[src/rtl/adiabatic_pkg.sv]
// Shared types for the four-phase adiabatic power-clock sequencer.
// The segment type names where a phase sits within its own trapezoid.
package adiabatic_pkg;

  localparam int NPHASE = 4;

  typedef enum logic [2:0] {
    OFF    = 3'd0,
    PRECHG = 3'd1,
    RUN    = 3'd2,
    DRAIN  = 3'd3,
    TDIS   = 3'd4
  } pclk_state_t;

  typedef enum logic [1:0] {
    SEG_UP   = 2'd0,
    SEG_HOLD = 2'd1,
    SEG_DN   = 2'd2,
    SEG_WAIT = 2'd3
  } pclk_seg_t;

  // Phase k lags the global segment by k quarter periods.
  function automatic pclk_seg_t rel_seg(input logic [1:0] seg, input logic [1:0] k);
    return pclk_seg_t'(seg - k);
  endfunction

endpackage

[src/rtl/pclk_phase_map.sv]
// Maps the global (segment, step) position onto one phase's clkpos level.
// Purely combinational; an inactive phase always sits at level 0.
module pclk_phase_map
  import adiabatic_pkg::*;
#(
  parameter int  NSTEP = 4,
  localparam int LW    = $clog2(NSTEP + 1),
  localparam int SW    = (NSTEP > 1) ? $clog2(NSTEP) : 1
) (
  input  logic [1:0]    seg_i,
  input  logic [SW-1:0] step_i,
  input  logic [1:0]    k_i,
  input  logic          active_i,
  output logic [LW-1:0] lvl_o
);

  pclk_seg_t rel_s;

  // Trapezoid shape: ramp up, hold at full, ramp down, wait at zero.
  always_comb begin
    rel_s = rel_seg(seg_i, k_i);
    lvl_o = '0;
    if (active_i) begin
      unique case (rel_s)
        SEG_UP:   lvl_o = LW'(step_i) + LW'(1);
        SEG_HOLD: lvl_o = LW'(NSTEP);
        SEG_DN:   lvl_o = LW'(NSTEP - 1) - LW'(step_i);
        SEG_WAIT: lvl_o = '0;
        default:  lvl_o = '0;
      endcase
    end else begin
      lvl_o = '0;
    end
  end

endmodule

[src/rtl/pclk_step_sequencer.sv]
// Four-phase trapezoidal power-clock sequencer with tank precharge/discharge
// handshake. All outputs are registered from the next-state values.
module pclk_step_sequencer
  import adiabatic_pkg::*;
#(
  parameter int  NSTEP      = 4,
  parameter int  PRECHG_CYC = 8,
  parameter int  CNTW       = 16,
  localparam int LW         = $clog2(NSTEP + 1)
) (
  input  logic                         clk,
  input  logic                         rst_n,
  input  logic                         start_i,
  input  logic                         stop_i,
  output logic [NPHASE-1:0][LW-1:0]    lvl_pos_o,
  output logic [NPHASE-1:0][LW-1:0]    lvl_neg_o,
  output logic [NPHASE-1:0][NSTEP:0]   tank_sel_o,
  output logic                         tank_chg_o,
  output logic                         tank_dis_o,
  output logic [NPHASE-1:0]            active_o,
  output logic                         busy_o,
  output logic [CNTW-1:0]              periods_o
);

  localparam int SW = (NSTEP > 1) ? $clog2(NSTEP) : 1;
  localparam int PW = (PRECHG_CYC > 1) ? $clog2(PRECHG_CYC) : 1;
  localparam int TW = NSTEP + 1;
  localparam logic [SW-1:0] STEP_LAST = SW'(NSTEP - 1);
  localparam logic [PW-1:0] CNT_LAST  = PW'(PRECHG_CYC - 1);

  pclk_state_t               state_q, state_d;
  logic [PW-1:0]             cnt_q, cnt_d;
  logic [1:0]                seg_q, seg_d;
  logic [SW-1:0]             step_q, step_d;
  logic [NPHASE-1:0]         active_q, active_d;
  logic [CNTW-1:0]           periods_q, periods_d;
  logic                      run_next_s, drain_next_s;
  logic [NPHASE-1:0][LW-1:0] lvl_pos_d, lvl_pos_q, lvl_neg_d, lvl_neg_q;
  logic [NPHASE-1:0][TW-1:0] tank_sel_d, tank_sel_q;
  logic                      tank_chg_d, tank_chg_q, tank_dis_d, tank_dis_q;
  logic                      busy_d, busy_q;

  // Ramp position and period counter; they only advance while phases are live.
  always_comb begin
    run_next_s   = ((state_q == PRECHG) && !stop_i && (cnt_q == CNT_LAST)) ||
                   ((state_q == RUN) && !stop_i);
    drain_next_s = ((state_q == RUN) && stop_i) || (state_q == DRAIN);
    seg_d        = 2'd0;
    step_d       = '0;
    periods_d    = periods_q;
    if ((state_q == RUN) || (state_q == DRAIN)) begin
      if (step_q == STEP_LAST) begin
        step_d = '0;
        seg_d  = seg_q + 2'd1;
        if ((state_q == RUN) && (seg_q == 2'd3) && (periods_q != {CNTW{1'b1}})) begin
          periods_d = periods_q + CNTW'(1);
        end else begin
          periods_d = periods_q;
        end
      end else begin
        step_d = step_q + SW'(1);
        seg_d  = seg_q;
      end
    end else begin
      seg_d  = 2'd0;
      step_d = '0;
    end
  end

  // Phases join at the start of their ramp-up and leave once they reach wait while draining.
  always_comb begin
    active_d = '0;
    for (int k = 0; k < NPHASE; k++) begin
      if (run_next_s) begin
        active_d[k] = active_q[k] | ((seg_d == 2'(k)) && (step_d == '0));
      end else if (drain_next_s) begin
        active_d[k] = active_q[k] & (rel_seg(seg_d, 2'(k)) != SEG_WAIT);
      end else begin
        active_d[k] = 1'b0;
      end
    end
  end

  // FSM next state and the precharge/discharge cycle count.
  always_comb begin
    state_d = state_q;
    cnt_d   = cnt_q;
    unique case (state_q)
      OFF: begin
        if (start_i) begin
          state_d = PRECHG;
          cnt_d   = '0;
        end else begin
          state_d = OFF;
        end
      end
      PRECHG: begin
        if (stop_i) begin
          state_d = TDIS;
          cnt_d   = '0;
        end else if (cnt_q == CNT_LAST) begin
          state_d = RUN;
          cnt_d   = '0;
        end else begin
          cnt_d = cnt_q + PW'(1);
        end
      end
      RUN: begin
        if (stop_i) begin
          state_d = DRAIN;
        end else begin
          state_d = RUN;
        end
      end
      DRAIN: begin
        if (active_d == '0) begin
          state_d = TDIS;
          cnt_d   = '0;
        end else begin
          state_d = DRAIN;
        end
      end
      TDIS: begin
        if (cnt_q == CNT_LAST) begin
          state_d = OFF;
          cnt_d   = '0;
        end else begin
          cnt_d = cnt_q + PW'(1);
        end
      end
      default: begin
        state_d = OFF;
        cnt_d   = '0;
      end
    endcase
  end

  for (genvar k = 0; k < NPHASE; k++) begin : g_phase
    pclk_phase_map #(.NSTEP(NSTEP)) u_map (
      .seg_i    (seg_d),
      .step_i   (step_d),
      .k_i      (2'(k)),
      .active_i (active_d[k]),
      .lvl_o    (lvl_pos_d[k])
    );
  end

  // Complementary rail, one-hot tank select and handshake flags.
  always_comb begin
    for (int k = 0; k < NPHASE; k++) begin
      lvl_neg_d[k]  = LW'(NSTEP) - lvl_pos_d[k];
      tank_sel_d[k] = TW'(1) << lvl_pos_d[k];
    end
    tank_chg_d = (state_d == PRECHG);
    tank_dis_d = (state_d == TDIS);
    busy_d     = (state_d != OFF);
  end

  // State and output registers; reset aborts immediately without draining.
  always_ff @(posedge clk) begin
    if (!rst_n) begin
      state_q    <= OFF;
      cnt_q      <= '0;
      seg_q      <= 2'd0;
      step_q     <= '0;
      active_q   <= '0;
      periods_q  <= '0;
      lvl_pos_q  <= '0;
      lvl_neg_q  <= {NPHASE{LW'(NSTEP)}};
      tank_sel_q <= {NPHASE{TW'(1)}};
      tank_chg_q <= 1'b0;
      tank_dis_q <= 1'b0;
      busy_q     <= 1'b0;
    end else begin
      state_q    <= state_d;
      cnt_q      <= cnt_d;
      seg_q      <= seg_d;
      step_q     <= step_d;
      active_q   <= active_d;
      periods_q  <= periods_d;
      lvl_pos_q  <= lvl_pos_d;
      lvl_neg_q  <= lvl_neg_d;
      tank_sel_q <= tank_sel_d;
      tank_chg_q <= tank_chg_d;
      tank_dis_q <= tank_dis_d;
      busy_q     <= busy_d;
    end
  end

  assign lvl_pos_o  = lvl_pos_q;
  assign lvl_neg_o  = lvl_neg_q;
  assign tank_sel_o = tank_sel_q;
  assign tank_chg_o = tank_chg_q;
  assign tank_dis_o = tank_dis_q;
  assign active_o   = active_q;
  assign busy_o     = busy_q;
  assign periods_o  = periods_q;

endmodule

[config.mk]
export PLATFORM = sky130hd
export DESIGN_NAME = pclk_step_sequencer
export DESIGN_NICKNAME = d
export VERILOG_FILES = /design/src/rtl/adiabatic_pkg.sv /design/src/rtl/pclk_phase_map.sv /design/src/rtl/pclk_step_sequencer.sv
export SDC_FILE = /design/constraint.sdc
export NUM_CORES = 1
export LEC_CHECK = 0
export ABC_CLOCK_PERIOD_IN_PS = 3000
export CORE_UTILIZATION = 50
export DETAILED_ROUTE_END_ITERATION = 8
export HOLD_SLACK_MARGIN = 0.12
export PLACE_DENSITY = 0.79
export SLEW_MARGIN = 5
export SYNTH_ARGS = -nofsm -noshare
export SYNTH_HDL_FRONTEND = slang
export SYNTH_SLANG_ARGS = --single-unit
export TNS_END_PERCENT = 50
[constraint.sdc]
create_clock -name clk -period 3 [get_ports clk]
set_input_delay 0.6 -clock clk [delete_from_list [all_inputs] [get_ports clk]]
set_output_delay 0.6 -clock clk [all_outputs]
set_load 0.01 [all_outputs]
Word level (Yosys, flattened, before mapping). Cells that the tools add are included.

Register bits: 77. Input port bits: 4. Output and inout port bits: 67. Word-level logic and storage cells: 131.

Add/sub/neg operators: 13. Eq/ne operators: 28. Shift operators: 4. Muxes and demuxes: 32. Bitwise operators: 9. Reduce and logical (&&, ||, !) cells: 24.

Operators with widths (number): $pmux 3 s4 (4); $mux 3 (12); $pmux 3 s5 (2); $eq 2x2->1 const B (10); $shl 1x3->5 const A (4); $add 16x1->16 const B (1); $ne 16x16->1 const B (1); $sub 3x3->3 const A (4); $logic_and 1x1->1 (10); $logic_not 2->1 (5); $mux 1 (10); $ne 2x2->1 const B (5); $eq 3x3->1 const B (3); $eq 2x1->1 const B (4); $mux 2 (4); $eq 3x1->1 const B (2); $eq 3x2->1 const B (2); $reduce_and 3->1 (2); $add 2x1->2 const B (2); $and 1x1->1 (4); $logic_not 4->1 (1); $or 1x1->1 (4); $sub 2x2->2 const B (2); $add 2x1->3 const B (1); other kinds (9) (11).

Depth between registers and ports, before layout. Gate-level depths: netlist of run 1.

Depth after elaboration: 12. Depth in mapped cells: 12. Gate-level depth less buffers: 10.

Modules after synthesis. Synthesis of run 1 repeated with hierarchy kept, for this count alone.

Cell total of the unflattened synthesis: 369. Area total of the unflattened synthesis: 3473.3 sq um.

By module, submodules not included: pclk_step_sequencer (times used 1, cells an instance 321, area an instance 3123.0 sq um, seq. area each 1461.4 sq um); pclk_phase_map (times used 4, cells an instance 12, area an instance 87.6 sq um, seq. area each 0.0 sq um).

Worst setup path after synthesis of run 1. Ideal clock, no wire load.

Path type: reg-to-reg. From: register state_q[2]. To: register lvl_neg_q, in the netlist lvl_neg_o[8]. Setup time: 0.125 ns. Data arrival time: 2.248 ns. Required time: 2.875 ns. Setup slack: 0.626 ns. Stages on the path, launching flop included: 11. Path buffers: 1. Period minus slack after synthesis: 2.374 ns. Cells stage by stage: dfxtp_1 -> buf_4 -> nand2b_1 -> or3_1 -> ha_1 -> nor2_1 -> a211oi_1 -> nand2_1 -> ha_1 -> ha_1 -> nand2_1.

Longest elaborated chain between the ends: 10. Elaborated cells between the ends (all ways): 30. Those cells by class: add/sub: 4; eq/ne: 8; mux: 6; bitwise: 2; reduce/logical: 10.

Ends and longest elaborated chain: start: declaration (RTL line pclk_step_sequencer.sv:31) `pclk_state_t state_q, state_d;`; start signal: assignment (RTL line pclk_step_sequencer.sv:175) `state_q <= state_d;`; $eq 3x2->1 (on tied branches) (RTL line pclk_step_sequencer.sv:46, pclk_step_sequencer.sv:47, pclk_step_sequencer.sv:51); $logic_or 1x1->1 (RTL line pclk_step_sequencer.sv:51) `if ((state_q == RUN) || (state_q == DRAIN)) begin`; $mux 2 (RTL line pclk_step_sequencer.sv:51); $sub 2x2->2 (RTL line adiabatic_pkg.sv:24) `return pclk_seg_t'(seg - k);`; $ne 2x2->1 (RTL line pclk_step_sequencer.sv:77) `active_d[k] = active_q[k] & (rel_seg(seg_d, 2'(k)) != SEG_WAIT);`; $and 1x1->1 (RTL line pclk_step_sequencer.sv:77); $mux 1 (RTL line pclk_step_sequencer.sv:76) `end else if (drain_next_s) begin`; $mux 1 (RTL line pclk_step_sequencer.sv:74) `if (run_next_s) begin`; $mux 3 * (RTL line pclk_phase_map.sv:23) `if (active_i) begin`; $sub 3x3->3 * (RTL line pclk_step_sequencer.sv:151) `lvl_neg_d[k] = LW'(NSTEP) - lvl_pos_d[k];`; end signal: assignment (RTL line pclk_step_sequencer.sv:169) `lvl_neg_q <= {NPHASE{LW'(NSTEP)}};`; end signal: assignment (RTL line pclk_step_sequencer.sv:182) `lvl_neg_q <= lvl_neg_d;`; end: declaration (RTL line pclk_step_sequencer.sv:38) `logic [NPHASE-1:0][LW-1:0] lvl_pos_d, lvl_pos_q, lvl_neg_d, lvl_neg_q;`.

Mark *: on every way between the ends. The rest lies on a longest branch, timed or not. A chain may end at the register's enable or synchronous reset.

Worst setup path after layout of run 1.
From: register state_q[1]. To: register cnt_q[0].

Longest elaborated chain between the ends: 11. Elaborated cells between the ends (all ways): 52. Those cells by class: add/sub: 3; eq/ne: 13; mux: 11; bitwise: 9; reduce/logical: 16.

Ends and longest elaborated chain: $eq 3x2->1 (on tied branches); $logic_or 1x1->1 (RTL line pclk_step_sequencer.sv:51); $mux 2 (RTL line pclk_step_sequencer.sv:51); $sub 2x1->2 / $sub 2x2->2 (equally long branches) (RTL line adiabatic_pkg.sv:24); $ne 2x2->1 (RTL line pclk_step_sequencer.sv:77); $and 1x1->1 (RTL line pclk_step_sequencer.sv:77); $mux 1 (RTL line pclk_step_sequencer.sv:76); $mux 1 (RTL line pclk_step_sequencer.sv:74); $logic_not 4->1 (RTL line pclk_step_sequencer.sv:116) `if (active_d == '0) begin`; $ne 2x1->1 (no source line); $reduce_and 3->1 (no source line); end signal: assignment (RTL line pclk_step_sequencer.sv:176) `cnt_q <= cnt_d;`; end: declaration (RTL line pclk_step_sequencer.sv:32) `logic [PW-1:0] cnt_q, cnt_d;`.

Several ways; a longest one is shown, not always the timed one.

==> run summary, run 1 <==
Die area - 6810 sq um
I/O Pins - 71
Die Height - 82.5 um
Synthesis-stage register bit count - 73
Mapped Area - 3240 sq um
Post-CTS Setup Repair Bufs - 0
Core area - 6100 sq um
Hold Path Origin - cnt_q[2]
RSZ-0062 raised after global routing - false
First-pass GRT wire length - 11800 um
TritonRoute pass-1 iters - 4
1st-iter DRT viols - 148
Worst R2R Setup Slack - 340 ps
CP Launch Type - register
Lkg Pwr - 1.65 nW
Placed Instance Area - 3980 sq um
CTS tree - yes
Initial antenna violation count - 0
Final Instance Area - 4200 sq um
Post-synth EDFFs - 0
Slew headroom - 68.6%
Setup TNS - 0 ps
Final Hold Fails - 0
Via count - 2719
Cell Rows - 28
Crit path kind - register to register
DRC - 0
Min Hold Slack - 458 ps
FF/Latch Area - 1460 sq um
Hold path depth - 2
R2R Path End - cnt_q[0]
Setup WS pre-CTS - 169 ps
Syn Area/Cell - 9.03 sq um
Final setup viols - 0
Synthesis-to-layout area growth - 29.4%
Async SR Flop Fraction - 0%
Hold Path End - cnt_q[2]
Latest clock arrival within the worst-skew pair - 340 ps
Final nets - 447
DP HPWL - 5070 um
Final ANT Viol Nets - 0
Data required, critical path - 3220 ps
Ys Warns - 0
Clk_skew - 6.97 ps
Top cell type's share of synthesized area - 45.1%
Least-Margin Pin Slew - 466 ps
CTS Buf Count - 9
Syn Inst Count - 359
GRT Util Overall - 22.9%
Resized Gates After CTS - 0
# fillers - 509
Longest Clk Path Bufs - 2
DR WL/cell - 14.0 um
# diodes - 0
FF-to-FF Start - state_q[1]
Leading area contributor after synthesis - dfxtp_1
Top cells by area, synth - dfxtp_1 45%, ha_1 6.2%, nand2_1 4.3%
Die width - 82.5 um
GPL Wtd Cong - 0.924
Final worst slack - 339 ps
Root buf cell - clkbuf_8
# hold bufs at CTS - 0
Area occupied by multi-input gates - 1630 sq um
Clock sinks - 73
Pwr dens - 448 nW/um^2
Maximum fanout along the worst path - 10
Share of layout cells above drive strength 1 - 8.80%
Vias per cell - 5.36
GRT overflow - 0
Top_reg_cell synth - dfxtp_1
Pin count of the biggest net entering global routing - 47
Max-cap violations - 0
Vias in the first global route - 2559
Worst setup EP type - register
Initial Utilization - 53.2%
Post-Route WL - 7090 um
Synth Net Count - 379
Critical Path AT - 2880 ps
Post-synthesis sequential area ratio - 45.1%
Crit share post-route - 88.7%
Status - complete, no violations
H-tree depth - 3
Final Max Tran Viols - 0
Tot Pwr - 1.88 mW
Maximum clock rate - 376 MHz
Tmin final - 2660 ps
Worst R2R Path Depth - 9
Synth unique cells - 52
Hold Crit Class - register to register
Peak supply drop - 303 uV
Clock-pin transition on the worst setup and hold timing paths - 80 ps
Port Buffer Count - 70
worst max path at each step:
| stage | start | slack (ps) | to | depth (start not counted) |
|---|---|---|---|---|
| 2_1_floorplan | state_q[2] | 630 | lvl_neg_o[8] | 10 |
| 3_3_place_gp | stop_i | 260 | lvl_neg_o[11] | 9 |
| 3_5_place_dp | stop_i | 170 | lvl_neg_o[11] | 9 |
| 4_1_cts | state_q[1] | 340 | cnt_q[0] | 9 |
| 5_1_grt | state_q[1] | 140 | cnt_q[0] | 9 |
| 6_report | state_q[1] | 340 | cnt_q[0] | 9 |
area by class of cell:
class	count	area share (%)
clock buffers	10	3.04
flip-flops and latches	73	34.8
well taps	75	2.24
inverters	12	1.07
multi-input cells	254	38.7
clock inverters	6	2.15
repair buffers	77	17.9
cell usage in the layout (no fill, tap or decap), drive strengths merged, types with 2 or more instances in the layout:
| cell | instances |
|---|---|
| bufinv | 2 |
| nand2 | 38 |
| buf | 7 |
| clkdlybuf4s50 | 70 |
| or3 | 8 |
| and3 | 9 |
| o21a | 3 |
| clkinv | 2 |
| a211oi | 3 |
| a21oi | 12 |
| a21boi | 6 |
| o21ai | 18 |
| nand2b | 12 |
| and2 | 22 |
| clkbuf | 10 |
| nor4b | 4 |
| a41oi | 2 |
| nor3 | 6 |
| inv | 13 |
| nor2b | 5 |
| nand4 | 6 |
| nand3 | 11 |
| xnor2 | 4 |
| ha | 16 |
| nor2 | 29 |
| xor2 | 6 |
| nor3b | 6 |
| nor4 | 4 |
| or2 | 4 |
| dfxtp | 73 |
| o22ai | 3 |
| o211ai | 6 |
| a41o | 2 |
where the power goes:
group          switching, mW  internal (mW)
Combinational         0.0321         0.0263
Clock                  0.371          0.471
Sequential           0.00588          0.975
Total                  0.409           1.47
sequential cells by signal, indices dropped and copies added, names as in the netlist:
signal      cells
tank_sel_o     20
periods_o      16
lvl_pos_o      12
lvl_neg_o       8
active_o        4
cnt_q           3
state_q         3
seg_q           2
step_q          2
busy_o          1
tank_chg_o      1
tank_dis_o      1
metrics by stage:
| step | instances | utilization, % |
|---|---|---|
| after CTS | 507 | 68.8 |
| after floorplan | 359 | - |
| after global placement | 491 | 65.3 |
| after detailed placement | 491 | 65.3 |
| after global routing | 507 | 68.8 |
| final | 507 | 68.8 |
worst max-delay path, cell delays in order, from the launching register on:
cell      delay [ps]
dfxtp_1          490
nand2b_1         180
or3_1            420
ha_1             270
nor2b_1          160
o211ai_1         110
o211ai_2         250
o21a_1           260
a211oi_2         270
o21ai_1          120
cell usage after synthesis, types with 2 or more instances:
library cell  number
nand4_1            5
nand2_1           37
and3_1             9
inv_1             12
a211oi_1           2
o22ai_1            3
o211ai_2           2
or2_2              4
nand3_1           10
nor4_1             3
a21oi_1           12
o211ai_1           4
nor2_1            28
a41oi_1            2
nor2b_1            5
and2_1            22
a41o_1             2
buf_2              7
nand2b_1          12
nor3b_1            5
ha_1              16
o21ai_1            4
nor4b_1            3
nor3_1             4
clkbuf_1           6
o21a_1             3
buf_4              7
xor2_1             6
dfxtp_1           73
nor3_2             2
or3_1              8
xnor2_1            4
a21boi_1           5
o21ai_0           14
cell families (layout without fill, tap and decap cells):
group / Yosys count / after routing / synth area share (%)
adders and majority gates: 16 / 16 / 6.18
and+or+nand+nor: 168 / 168 / 28.9
DFF: 73 / 73 / 45.1
buffers and inverters: 32 / 105 / 4.79
AOI/OAI and AO/OA: 60 / 60 / 12.3
xor gates and xnor gates: 10 / 10 / 2.70
routing by layer:
metal  global-route usage [%]  vias to the layer above  part of all wire [%]
met5                        0                        -                     0
met4                     7.93                        0                   1.8
met3                     6.15                       13                   5.9
met2                     38.4                       87                    46
met1                     28.1                     1251                    46
li1                         -                     1368                     -
Power figures use the tool's default switching activity.
==> run 2, diff against run 1 <==
Settings changed: CORE_UTILIZATION 50 to 45, PLACE_DENSITY 0.79 to 0.72, RECOVER_POWER from default to 25.
==> run summary, run 2 (synthesis results as in run 1) <==
Status - complete, no violations (unchanged)
Final worst slack - 354 ps (was 339 ps)
Lkg Pwr - 1.72 nW (was 1.65 nW)
Pwr dens - 463 nW/um^2 (was 448 nW/um^2)
Root buf cell - clkbuf_8 (unchanged)
# diodes - 0 (unchanged)
First-pass GRT wire length - 11900 um (was 11800 um)
Die area - 7550 sq um (was 6810 sq um)
# hold bufs at CTS - 0 (unchanged)
Least-Margin Pin Slew - 1010 ps (was 466 ps)
Final Instance Area - 4250 sq um (was 4200 sq um)
Post-Route WL - 7050 um (was 7090 um)
H-tree depth - 3 (unchanged)
CTS Buf Count - 9 (unchanged)
CTS tree - yes (unchanged)
Post-CTS Setup Repair Bufs - 0 (unchanged)
Tot Pwr - 1.97 mW (was 1.88 mW)
Vias per cell - 5.04 (was 5.36)
FF-to-FF Start - state_q[1] (unchanged)
Die width - 86.9 um (was 82.5 um)
Final ANT Viol Nets - 0 (unchanged)
Setup TNS - 0 ps (unchanged)
Final nets - 448 (was 447)
Peak supply drop - 347 uV (was 303 uV)
Hold Crit Class - register to register (unchanged)
Worst R2R Setup Slack - 350 ps (was 340 ps)
Initial antenna violation count - 0 (unchanged)
Critical Path AT - 2870 ps (was 2880 ps)
DP HPWL - 5040 um (was 5070 um)
Commonest cells after routing, fill and taps aside - 73 x dfxtp_1, 39 x clkdlybuf4s50_1, 37 x nand2_1 (was 73 x dfxtp_1, 70 x clkdlybuf4s50_1, 37 x nand2_1)
Pin count of the biggest net entering global routing - 28 (was 47)
1st-iter DRT viols - 92 (was 148)
Commonest non-fill, non-tap cell in the layout - dfxtp_1 (unchanged)
DRC - 0 (unchanged)
RSZ-0062 raised after global routing - false (unchanged)
Tmin final - 2650 ps (was 2660 ps)
Slew headroom - 32.5% (was 68.6%)
DR WL/cell - 13.3 um (was 14.0 um)
Crit path kind - register to register (unchanged)
Data required, critical path - 3230 ps (was 3220 ps)
R2R Path End - cnt_q[0] (unchanged)
Layout Cells excl Fill - 529 (was 507)
CP max-delay cell - dfxtp_1 (unchanged)
Crit share post-route - 88.2% (was 88.7%)
Share of layout cells above drive strength 1 - 8.55% (was 8.80%)
Final setup viols - 0 (unchanged)
Worst R2R Path Depth - 9 (unchanged)
TritonRoute pass-1 iters - 4 (unchanged)
Die Height - 86.9 um (was 82.5 um)
GRT overflow - 0 (unchanged)
Via count - 2668 (was 2719)
Core area - 6870 sq um (was 6100 sq um)
Finished Core Util - 61.8% (was 68.8%)
CP Launch Type - register (unchanged)
Vias in the first global route - 2603 (was 2559)
Hold Path End - cnt_q[2] (unchanged)
Maximum fanout along the worst path - 10 (unchanged)
Max FFs per register - 20 (unchanged)
Final Hold Fails - 0 (unchanged)
Max incr delay on CP - 500 ps (was 490 ps)
Placed Instance Area - 4010 sq um (was 3980 sq um)
Setup WS pre-CTS - 293 ps (was 169 ps)
Final Max Tran Viols - 0 (unchanged)
Worst setup EP type - register (unchanged)
Clock sinks - 73 (unchanged)
Min Hold Slack - 462 ps (was 458 ps)
Clock-pin transition on the worst setup and hold timing paths - 80 ps (about the same)
Hold path depth - 2 (unchanged)
I/O Pins - 71 (unchanged)
Synthesis-to-layout area growth - 31.0% (was 29.4%)
GPL Wtd Cong - 0.852 (was 0.924)
Cell Rows - 30 (was 28)
Longest Clk Path Bufs - 2 (unchanged)
Port Buffer Count - 70 (unchanged)
Crit path cell chain - nand2b_1 > or3_1 > ha_1 > nor2b_1 > o211ai_1 > o211ai_2 > o21a_1 > a211oi_2 > o21ai_1 (unchanged)
Latest clock arrival within the worst-skew pair - 350 ps (was 340 ps)
Hold Path Origin - cnt_q[2] (unchanged)
Initial Utilization - 47.2% (was 53.2%)
Max-cap violations - 0 (unchanged)
Resized Gates After CTS - 0 (unchanged)
GRT Util Overall - 20.3% (was 22.9%)
Maximum clock rate - 378 MHz (was 376 MHz)
Cells after DPL - 513 (was 491)
Clk_skew - 10.8 ps (was 6.97 ps)
run 2: layout make-up:
cell class / count / area [sq um]
Sequential cell: 73 / 1460
Timing Repair Buffer: 78 / 753
Fill cell: 605 / 2620
Tap cell: 96 / 120
Multi-Input combinational cell: 254 / 1630
Clock buffer: 10 / 128
Clock inverter: 6 / 115
Inverter: 12 / 45.0
run 2: worst max-delay path by stage:
stage / start / endpoint / depth (start not counted)
after global routing: seg_q[0] / lvl_neg_o[2] / 10
after CTS: state_q[2] / cnt_q[0] / 9
after detailed placement: stop_i / lvl_neg_o[11] / 9
after global placement: stop_i / lvl_neg_o[11] / 9
final: state_q[1] / cnt_q[0] / 9
after floorplan: state_q[2] / lvl_neg_o[8] / 10
run 2: critical path: cells and delay by family (launching register included):
kind / cells / cell delay (ps)
adders and majority gates: 1 / 280
DFF: 1 / 500
AOI/OAI and AO/OA: 5 / 1000
and+or+nand+nor: 3 / 750
run 2: routing by layer:
| metal | up-vias | track usage [%] | share of wire [%] |
|---|---|---|---|
| met3 | 6 | 5.40 | 5.6 |
| met5 | - | 0 | 0 |
| met4 | 0 | 8.79 | 1.0 |
| met2 | 77 | 32.6 | 46 |
| li1 | 1367 | - | - |
| met1 | 1218 | 25.7 | 47 |
run 2: report_power, final:
group	internal, mW	switching [mW]	total, mW	leakage, nW
logic	0.0241	0.0299	0.0539	1.02
registers	0.975	0.00816	0.983	0.589
clock network	0.557	0.371	0.928	0.117
total	1.56	0.409	1.97	1.72
